[src/rtl/pc_pkg.sv]
// Shared definitions for the program-counter sequencer.
//   - redirect mode encodings carried on the mode input
//   - sequencer state enum
//   - helper for the alignment field width of a target address
package pc_pkg;

    localparam logic [1:0] MODE_ABS  = 2'b00;
    localparam logic [1:0] MODE_REL  = 2'b01;
    localparam logic [1:0] MODE_CALL = 2'b10;
    localparam logic [1:0] MODE_RET  = 2'b11;

    typedef enum logic {
        PC_RUN  = 1'b0,
        PC_HALT = 1'b1
    } pc_state_e;

    // Alignment field width for the default 4-byte instruction size.
    localparam int PC_ALIGN_W = $clog2(4);

    // Number of low address bits that must be zero for a target to be
    // aligned to a power-of-two instruction size.
    function automatic int align_w(input int instr_bytes);
        return $clog2(instr_bytes);
    endfunction

endpackage

[src/rtl/pc_ras.sv]
// Circular return-address stack.
// Ports:
//   clk, rst   clock and asynchronous active-high reset (pointer/count only)
//   push, pop  stack operations; never asserted together by the sequencer
//   din        address pushed
//   dout       current top of stack (valid when empty=0)
//   full       count == RAS_DEPTH
//   empty      count == 0
// A push while full overwrites the oldest entry, which is the slot the
// write pointer has wrapped onto; the count saturates at RAS_DEPTH.
module pc_ras #(
    parameter int XLEN      = 32,
    parameter int RAS_DEPTH = 4
) (
    input  logic            clk,
    input  logic            rst,
    input  logic            push,
    input  logic            pop,
    input  logic [XLEN-1:0] din,
    output logic [XLEN-1:0] dout,
    output logic            full,
    output logic            empty
);

    localparam int PW = $clog2(RAS_DEPTH);
    localparam int CW = $clog2(RAS_DEPTH + 1);
    localparam logic [CW-1:0] DEPTH_C = CW'(RAS_DEPTH);

    logic [XLEN-1:0] mem_q [RAS_DEPTH];
    logic [PW-1:0]   ptr_q, ptr_d;
    logic [CW-1:0]   cnt_q, cnt_d;
    logic [PW-1:0]   top_idx;

    // ptr_q points at the next free slot; the top is the slot below it.
    assign top_idx = ptr_q - 1'b1;
    assign dout    = mem_q[top_idx];
    assign full    = (cnt_q == DEPTH_C);
    assign empty   = (cnt_q == '0);

    always_comb begin
        ptr_d = ptr_q;
        cnt_d = cnt_q;
        if (push) begin
            ptr_d = ptr_q + 1'b1;
            if (cnt_q != DEPTH_C) begin
                cnt_d = cnt_q + 1'b1;
            end
        end else if (pop && (cnt_q != '0)) begin
            ptr_d = ptr_q - 1'b1;
            cnt_d = cnt_q - 1'b1;
        end
    end

    always_ff @(posedge clk or posedge rst) begin
        if (rst) begin
            ptr_q <= '0;
            cnt_q <= '0;
        end else begin
            ptr_q <= ptr_d;
            cnt_q <= cnt_d;
        end
    end

    // Entry storage needs no reset: the count gates every read.
    always_ff @(posedge clk) begin
        if (push) begin
            mem_q[ptr_q] <= din;
        end
    end

endmodule

[src/rtl/pc_sequencer.sv]
// Fetch-stage program counter with redirects and a return-address stack.
// Ports:
//   clk, rst     clock, asynchronous active-high reset
//   we, stall    advance enable; stall overrides we
//   imm, mode    redirect request and kind (abs, rel, call, ret)
//   imm_addr     absolute target or signed offset
//   instr_addr   current PC (registered)
//   halt, err    sticky halt and its cause (err=1 fault, err=0 end of memory)
//   ras_full, ras_empty  return-address stack occupancy
module pc_sequencer
    import pc_pkg::*;
#(
    parameter int              XLEN        = 32,
    parameter logic [XLEN-1:0] RESET_VEC   = '0,
    parameter int              INSTR_BYTES = 4,
    parameter int              MEM_BYTES   = 1024,
    parameter int              RAS_DEPTH   = 4
) (
    input  logic            clk,
    input  logic            rst,
    input  logic            we,
    input  logic            stall,
    input  logic            imm,
    input  logic [1:0]      mode,
    input  logic [XLEN-1:0] imm_addr,
    output logic [XLEN-1:0] instr_addr,
    output logic            halt,
    output logic            err,
    output logic            ras_full,
    output logic            ras_empty
);

    localparam logic [XLEN-1:0] ALIGN_MASK = XLEN'((1 << align_w(INSTR_BYTES)) - 1);
    localparam logic [XLEN:0]   MEM_LIMIT  = (XLEN + 1)'(MEM_BYTES);

    pc_state_e       state_q;
    logic [XLEN-1:0] pc_q;
    logic            err_q;

    logic [XLEN-1:0] seq_pc;
    logic [XLEN-1:0] target;
    logic [XLEN-1:0] ras_top;
    logic            advance;
    logic            is_call, is_ret;
    logic            underflow, misalign, out_of_mem, fault;
    logic            ras_push, ras_pop;

    assign advance = (state_q == PC_RUN) && we && !stall;
    assign seq_pc  = pc_q + XLEN'(INSTR_BYTES);
    assign is_call = imm && (mode == MODE_CALL);
    assign is_ret  = imm && (mode == MODE_RET);

    always_comb begin
        target = seq_pc;
        if (imm) begin
            case (mode)
                MODE_ABS: target = imm_addr;
                MODE_REL: target = pc_q + imm_addr;
                MODE_CALL: target = pc_q + imm_addr;
                default: target = ras_top;
            endcase
        end
    end

    // Underflow outranks the other checks since ras_top is meaningless then.
    assign underflow  = is_ret && ras_empty;
    assign misalign   = (target & ALIGN_MASK) != '0;
    assign out_of_mem = {1'b0, target} >= MEM_LIMIT;
    assign fault      = underflow || misalign || out_of_mem;

    // The stack only moves on a redirect that actually commits.
    assign ras_push = advance && is_call && !fault;
    assign ras_pop  = advance && is_ret && !fault;

    pc_ras #(
        .XLEN      (XLEN),
        .RAS_DEPTH (RAS_DEPTH)
    ) u_ras (
        .clk   (clk),
        .rst   (rst),
        .push  (ras_push),
        .pop   (ras_pop),
        .din   (seq_pc),
        .dout  (ras_top),
        .full  (ras_full),
        .empty (ras_empty)
    );

    always_ff @(posedge clk or posedge rst) begin
        if (rst) begin
            state_q <= PC_RUN;
            pc_q    <= RESET_VEC;
            err_q   <= 1'b0;
        end else begin
            case (state_q)
                PC_RUN: begin
                    if (advance) begin
                        if (fault) begin
                            state_q <= PC_HALT;
                            err_q   <= underflow || misalign;
                        end else begin
                            pc_q <= target;
                        end
                    end
                end
                default: begin
                    state_q <= PC_HALT;
                end
            endcase
        end
    end

    assign instr_addr = pc_q;
    assign halt       = (state_q == PC_HALT);
    assign err        = err_q;

endmodule

[config.mk]
export PLATFORM = sky130hd
export DESIGN_NAME = pc_sequencer
export DESIGN_NICKNAME = d
export VERILOG_FILES = /design/src/rtl/pc_pkg.sv /design/src/rtl/pc_ras.sv /design/src/rtl/pc_sequencer.sv
export SDC_FILE = /design/constraint.sdc
export NUM_CORES = 1
export LEC_CHECK = 0
export CORE_UTILIZATION = 61
export CTS_BUF_LIST = sky130_fd_sc_hd__clkbuf_4
export DETAILED_ROUTE_END_ITERATION = 6
export GPL_ROUTABILITY_DRIVEN = 1
export PLACE_DENSITY = 0.83
export SETUP_SLACK_MARGIN = 0.1
export SLEW_MARGIN = 0
export SYNTH_ARGS = -nofsm -noshare
export SYNTH_HDL_FRONTEND = slang
export SYNTH_HIERARCHICAL = 1
export SYNTH_SLANG_ARGS = --single-unit
[constraint.sdc]
create_clock -name clk -period 8.4 [get_ports clk]
set_input_delay 2.52 -clock clk [delete_from_list [all_inputs] [get_ports clk]]
set_output_delay 2.52 -clock clk [all_outputs]
set_load 0.02 [all_outputs]
==> results.json, run 1 <==
{
  "tritoncts": "yes",
  "final.setup_skew_ns": 0.02726,
  "achievable-frequency_ghz": 0.1378,
  "total_routed_wirelength_mm": 30.06,
  "cts-root-buf": "clkbuf_4",
  "synth.net_count": 969,
  "numClockSinks": 167,
  "leakagePower_uw": 0.004463,
  "buffer_ports.inserted": 74,
  "synth_cell_type_count": 84,
  "worst_setup_hold_path_clk_slew_ns": 0.16,
  "grt_remaining_overflow": 0,
  "cp.required_ns": 8.83,
  "synth_area_um2": 10040,
  "vdd_ir_drop_max_v": 0.0001516,
  "antenna_found_initial": 1,
  "filler_cell_count": 1196,
  "failed_checks": "DRC",
  "worst_max_slew_margin_expressed_relative_to_the_limit_pct": 48.32,
  "cellPowerDensity_nw_per_um2": 137.8,
  "rsz0062_at_grt": "no",
  "clock_latency_ns": 0.56,
  "totalNegativeSetupSlack_ns": 0,
  "start_util_pct": 62.73,
  "detailedRoute.firstPassIterationCount": 7,
  "cts_made_buffers": 17,
  "critical_path.startpoint_type": "input port",
  "route.detailed.drc": 10,
  "detail-route-antenna-nets": 0,
  "die_width_um": 130.3,
  "max_cap_viol_count": 0,
  "clock_path_buffers": 2,
  "path_class": "in -> reg",
  "top_level_ports": 75,
  "gpl.final_weighted_congestion": 1.012,
  "grt_first_pass_wirelength_mm": 44.93,
  "place_area_um2": 10920,
  "worst_margin_slew_ns": 0.7693,
  "min-delay-path-class": "reg -> reg",
  "std_cell_rows": 46,
  "period_needed_ns": 7.258,
  "layout-area-overhead-vs-synth_pct": 11.82,
  "timing_max_transition_violations_final": 0,
  "synthCells": 888,
  "post_drt_wl_per_cell_um": 25.49,
  "synth.avg_cell_area_um2": 11.30,
  "drt_iter0_drc": 929,
  "floorplan.die_area_um2": 16970,
  "final_core_utilization_pct": 70.14,
  "mostFrequentLayoutCells": "edfxtp_1, clkdlybuf4s50_1, nand2_1, a21oi_1, nor2_1",
  "cts_setup_buffers": 0,
  "detail_route.vias_per_cell": 6.870,
  "grt_start_max_net_pins": 36,
  "async_reset_ff_share_pct": 23.35,
  "place_hpwl_mm": 22.59,
  "design.core.area_um2": 16000,
  "design_area_um2": 11220,
  "die_h_um": 130.3,
  "timing.critical_path.to_type": "flop",
  "synth-edff-count": 128,
  "cts_repair_resize_count": 0,
  "layout.cells.most_common": "edfxtp_1",
  "nets": 1030,
  "postSynthRegisterBits": 167,
  "hold_viol_final": 0,
  "grt.total_usage_pct": 37.04,
  "first_global_vias": 7692,
  "outcome": "finished, violations left",
  "setup-violations-final": 0,
  "cts_htree_levels": 4,
  "drive_gt1_share_pct": 10.60,
  "synth_seq_area_share_pct": 48.02,
  "postSynth.topFlopCell": "edfxtp_1",
  "crit_path_max_fanout": 16,
  "yosysWarningCount": 6,
  "worst_ep_arrival_time_ns": 7.68,
  "vias": 8100,
  "final_worst_path_cycle_share_pct": 86.40,
  "hold_buf_cts": 0
}
Yosys cell counts (all sizes together) (17+ instances only):
cell type  instances  area (um^2)
nor2              48        204.0
nand3             23        120.1
nor3              33        175.2
o21ai             49        245.2
buf               23        172.7
clkbuf            27        101.4
inv               22        82.58
nand2             66        250.2
and2              34        215.2
nor4              17        112.6
xor2              23        201.4
edfxtp           128         3844
dfrtp             39        975.9
a21oi             57        285.3
mux4              32        732.0
xnor2             24        210.2
a31oi             18        112.6
ha                40        500.5
nand4             24        165.2
where the power goes:
part           internal, uW  switching (uW)
clock network           165             314
logic                  72.1             104
registers               885            6.88
state kept, by name (all words and copies together), names as in the netlist:
name	flops
err	1
u_ras/mem_q	128
instr_addr	32
u_ras/cnt_q	3
u_ras/ptr_q	2
halt	1
critical path, stage by stage:
cell	delay, ns
clkdlybuf4s50_1	0.43
ha_1	0.40
a21oi_1	0.41
o21ai_1	0.25
a32o_1	0.27
a2111oi_0	0.39
nand4_1	0.16
nor4_1	0.32
nand4_1	0.13
or4_4	0.57
nor2_4	0.35
nand2_2	0.13
nor3_2	0.12
buf_4	0.22
inv_1	0.11
fa_1	0.48
nor2_1	0.18
o2bb2ai_1	0.14
a22oi_1	0.10
kinds of logic (layout without fill, tap and decap cells):
logic type / count (synthesis) / count (layout) / synth area share, %
AND/OR/NAND/NOR: 296 / 296 / 16.13
AO/OA/AOI/OAI: 218 / 218 / 14.01
flip-flops: 167 / 167 / 48.02
buffers and inverters: 72 / 146 / 3.553
XOR/XNOR: 47 / 47 / 4.101
multiplexers: 46 / 46 / 8.801
adder cells (fa/ha/maj): 42 / 42 / 5.385
other: 0 / 1 / 0
worst paths after layout:
| path | from | end | slack [ns] | cells after the start |
|---|---|---|---|---|
| max | imm_addr[7] | u_ras/cnt_q[2]$_DFFE_PP0P_ | 1.14 | 19 |
| min | halt$_DFF_PP0_ | halt$_DFF_PP0_ | 0.55 | 1 |
| max reg2reg | u_ras/ptr_q[0]$_DFFE_PP0P_ | u_ras/cnt_q[2]$_DFFE_PP0P_ | 1.93 | 22 |
| min reg2reg | halt$_DFF_PP0_ | halt$_DFF_PP0_ | 0.55 | 1 |
| max in group asynchronous | rst | instr_addr[17]$_DFFE_PP0P_ | 5.69 | 3 |
| min in group asynchronous | rst | u_ras/cnt_q[0]$_DFFE_PP0P_ | 2.18 | 2 |
per-stage QoR:
stage / hold slack (ns) / setup WS [ns] / power, uW / std cells
final: 0.5466 / 1.142 / 1547 / 1179
after global routing: 0.5730 / 0.8744 / 1603 / 1179
after CTS: 0.5511 / 1.233 / 1554 / 1178
after detailed placement: 0.5056 / 0.6545 / 1082 / 1146
after global placement: 0.5028 / 0.7284 / 1082 / 1146
after floorplan: 0.5345 / 1.370 / 1011 / 888
final cells by class:
cell class / instances / area (um^2) / share of cell area (%)
clock buffer: 17 / 127.6 / 1.137
clock inverter: 15 / 177.7 / 1.583
tap: 216 / 270.3 / 2.408
inverter: 22 / 82.58 / 0.7358
multi-input combinational: 649 / 4866 / 43.36
antenna: 1 / 2.502 / 0.02230
timing repair buffer: 92 / 875.8 / 7.804
sequential: 167 / 4821 / 42.95
layer usage:
metal	GRT usage (%)	vias up	part of all wire, %
li1	-	3583	-
met1	51.68	3934	40
met2	59.14	490	47
met3	4.428	93	9.3
met4	15.94	0	3.9
met5	0	-	0
Power figures use the tool's default switching activity.
==> inputs of run 2 (changes only) <==
Settings changed: CELL_PAD_IN_SITES_DETAIL_PLACEMENT set to 1, CELL_PAD_IN_SITES_GLOBAL_PLACEMENT set to 1, CORE_UTILIZATION 61 to 49, MAX_ROUTING_LAYER set to met4, PLACE_DENSITY 0.83 to unset, PLACE_DENSITY_LB_ADDON set to 0.1.
==> run 2 against run 1 <==
Against the previous run: the run now ends clean; clock skew shrank 0.0075 ns; setup slack gained 0.067 ns; via count grew 0.83%; fmax grew 0.93%; critical path depth shrank 2; largest cell class unchanged.
==> results.json, run 2 (same netlist as run 1, synthesis figures left out) <==
{
  "outcome": "finished, final reports clean",
  "design.core.area_um2": 19780,
  "timing.critical_path.to_type": "flop",
  "seq_area_um2": 4821,
  "largest_register": "u_ras/mem_q",
  "layout.cells.most_common": "edfxtp_1",
  "dp.cells": 1192,
  "crit_path_top_delay_cell": "or4_4",
  "clock_latency_ns": 0.57,
  "path_cells": "clkdlybuf4s50_1, inv_1, ha_1, and2_1, o21ai_0, nor2_1, a221oi_1, nand4_1, nor4b_2, nand4_1, or4_4, nor2_4, nand2_2, nor3_2, buf_4, and2_1, buf_4",
  "multi_input_comb_area_um2": 4866,
  "route.detailed.drc": 0,
  "cts-root-buf": "clkbuf_4",
  "totalNegativeSetupSlack_ns": 0,
  "grt_first_pass_wirelength_mm": 52.01,
  "hold_viol_final": 0,
  "cpPeakStageDelay_ns": 0.58,
  "final.setup.worst_slack_ns": 1.209,
  "final.setup_skew_ns": 0.01975,
  "rsz0062_at_grt": "no",
  "detailedRoute.firstPassIterationCount": 5,
  "cellPowerDensity_nw_per_um2": 138.9,
  "clock_path_buffers": 2,
  "filler_cell_count": 2053,
  "drt_iter0_drc": 629,
  "final_cell_count_no_fill": 1226,
  "max_cap_viol_count": 0,
  "cts_repair_resize_count": 0,
  "critical_path.startpoint_type": "input port",
  "cts_htree_levels": 4,
  "min_from": "err$_DFFE_PP0P_",
  "path_class": "in -> reg",
  "worst_margin_slew_ns": 1.175,
  "rr_worst_depth": 18,
  "start_util_pct": 50.74,
  "layout-area-overhead-vs-synth_pct": 12.38,
  "detail-route-antenna-nets": 0,
  "vdd_ir_drop_max_v": 0.0001631,
  "report.power.total_uw": 1567,
  "cts_setup_buffers": 0,
  "final_worst_path_cycle_share_pct": 85.61,
  "gpl.final_weighted_congestion": 0.9971,
  "antenna_found_initial": 1,
  "worst_max_slew_margin_expressed_relative_to_the_limit_pct": 21.69,
  "floorplan.die_area_um2": 21060,
  "std_cell_rows": 51,
  "numClockSinks": 167,
  "worst_ep_arrival_time_ns": 7.40,
  "vias": 8167,
  "setup-violations-final": 0,
  "critPathLaunch": "mode[0]",
  "worst_setup_hold_path_clk_slew_ns": 0.17,
  "min_delay_path_depth": 1,
  "buffer_ports.inserted": 74,
  "achievable-frequency_ghz": 0.1391,
  "place_hpwl_mm": 26.57,
  "crit-reg2reg-capture": "u_ras/mem_q[2][13]$_DFFE_PP_",
  "crit_path_max_fanout": 32,
  "grt_remaining_overflow": 0,
  "cp.required_ns": 8.61,
  "timing_max_transition_violations_final": 0,
  "first_global_vias": 8426,
  "leakagePower_uw": 0.004454,
  "cts_made_buffers": 17,
  "total_routed_wirelength_mm": 34.33,
  "top_level_ports": 75,
  "placement.setup.worst_slack_ns": 0.6878,
  "period_needed_ns": 7.191,
  "min-delay-path-class": "reg -> reg",
  "die_width_um": 145.1,
  "mostFrequentLayoutCells": "edfxtp_1, clkdlybuf4s50_1, nand2_1, a21oi_1, nor2_1",
  "regToRegSetupSlack_ns": 2.04,
  "worstReg2RegStart": "u_ras/ptr_q[1]$_DFFE_PP0P_",
  "grt.total_usage_pct": 34.20,
  "post_drt_wl_per_cell_um": 28.00,
  "tritoncts": "yes",
  "hold_buf_cts": 0,
  "largest_reg_flops": 128,
  "nets": 1027,
  "worstHoldEndpoint": "err$_DFFE_PP0P_",
  "grt_start_max_net_pins": 35,
  "drive_gt1_share_pct": 10.32,
  "die_h_um": 145.1,
  "detail_route.vias_per_cell": 6.662
}
run 2: cell type report:
type | count | share of cell area (%)
multi-input combinational | 649 | 43.14
sequential | 167 | 42.74
timing repair buffer | 89 | 7.565
tap | 265 | 2.940
clock inverter | 15 | 1.708
clock buffer | 17 | 1.131
inverter | 22 | 0.7321
antenna | 2 | 0.04437
run 2: stage by stage:
step	utilization [%]	hold WS, ns	instance area (um^2)
floorplan	-	0.5345	10040
global placement	55.38	0.4944	10950
detailed placement	55.38	0.5230	10950
CTS	57.00	0.5647	11270
global route	57.01	0.5872	11280
finish	57.02	0.5649	11280
run 2: per-layer routing:
metal	vias up	GRT usage, %	part of all wire, %
li1	3577	-	-
met5	-	-	0
met1	4120	46.19	42
met3	58	3.931	7.3
met4	0	10.95	2.7
met2	412	54.18	48
run 2: worst max-delay path by stage:
stage	end	slack (ns)	cells after the start
6_report	u_ras/mem_q[2][13]$_DFFE_PP_	1.21	17
5_1_grt	u_ras/cnt_q[2]$_DFFE_PP0P_	1.03	19
4_1_cts	u_ras/mem_q[2][13]$_DFFE_PP_	1.26	16
3_5_place_dp	u_ras/mem_q[2][7]$_DFFE_PP_	0.69	17
3_3_place_gp	u_ras/mem_q[2][5]$_DFFE_PP_	0.82	17
2_1_floorplan	u_ras/mem_q[0][0]$_DFFE_PP_	1.37	16
run 2: critical path, delay by kind of cell:
kind	cells	cell delay, ns
AO/OA/AOI/OAI	2	0.73
adder cells (fa/ha/maj)	1	0.37
buffers and inverters	4	1.24
AND/OR/NAND/NOR	10	2.50
run 2: power by group:
group | total, uW | switching [uW] | internal, uW
logic | 183 | 111 | 71.4
registers | 893 | 7.40 | 885
clock network | 491 | 343 | 148
total | 1570 | 461 | 1110
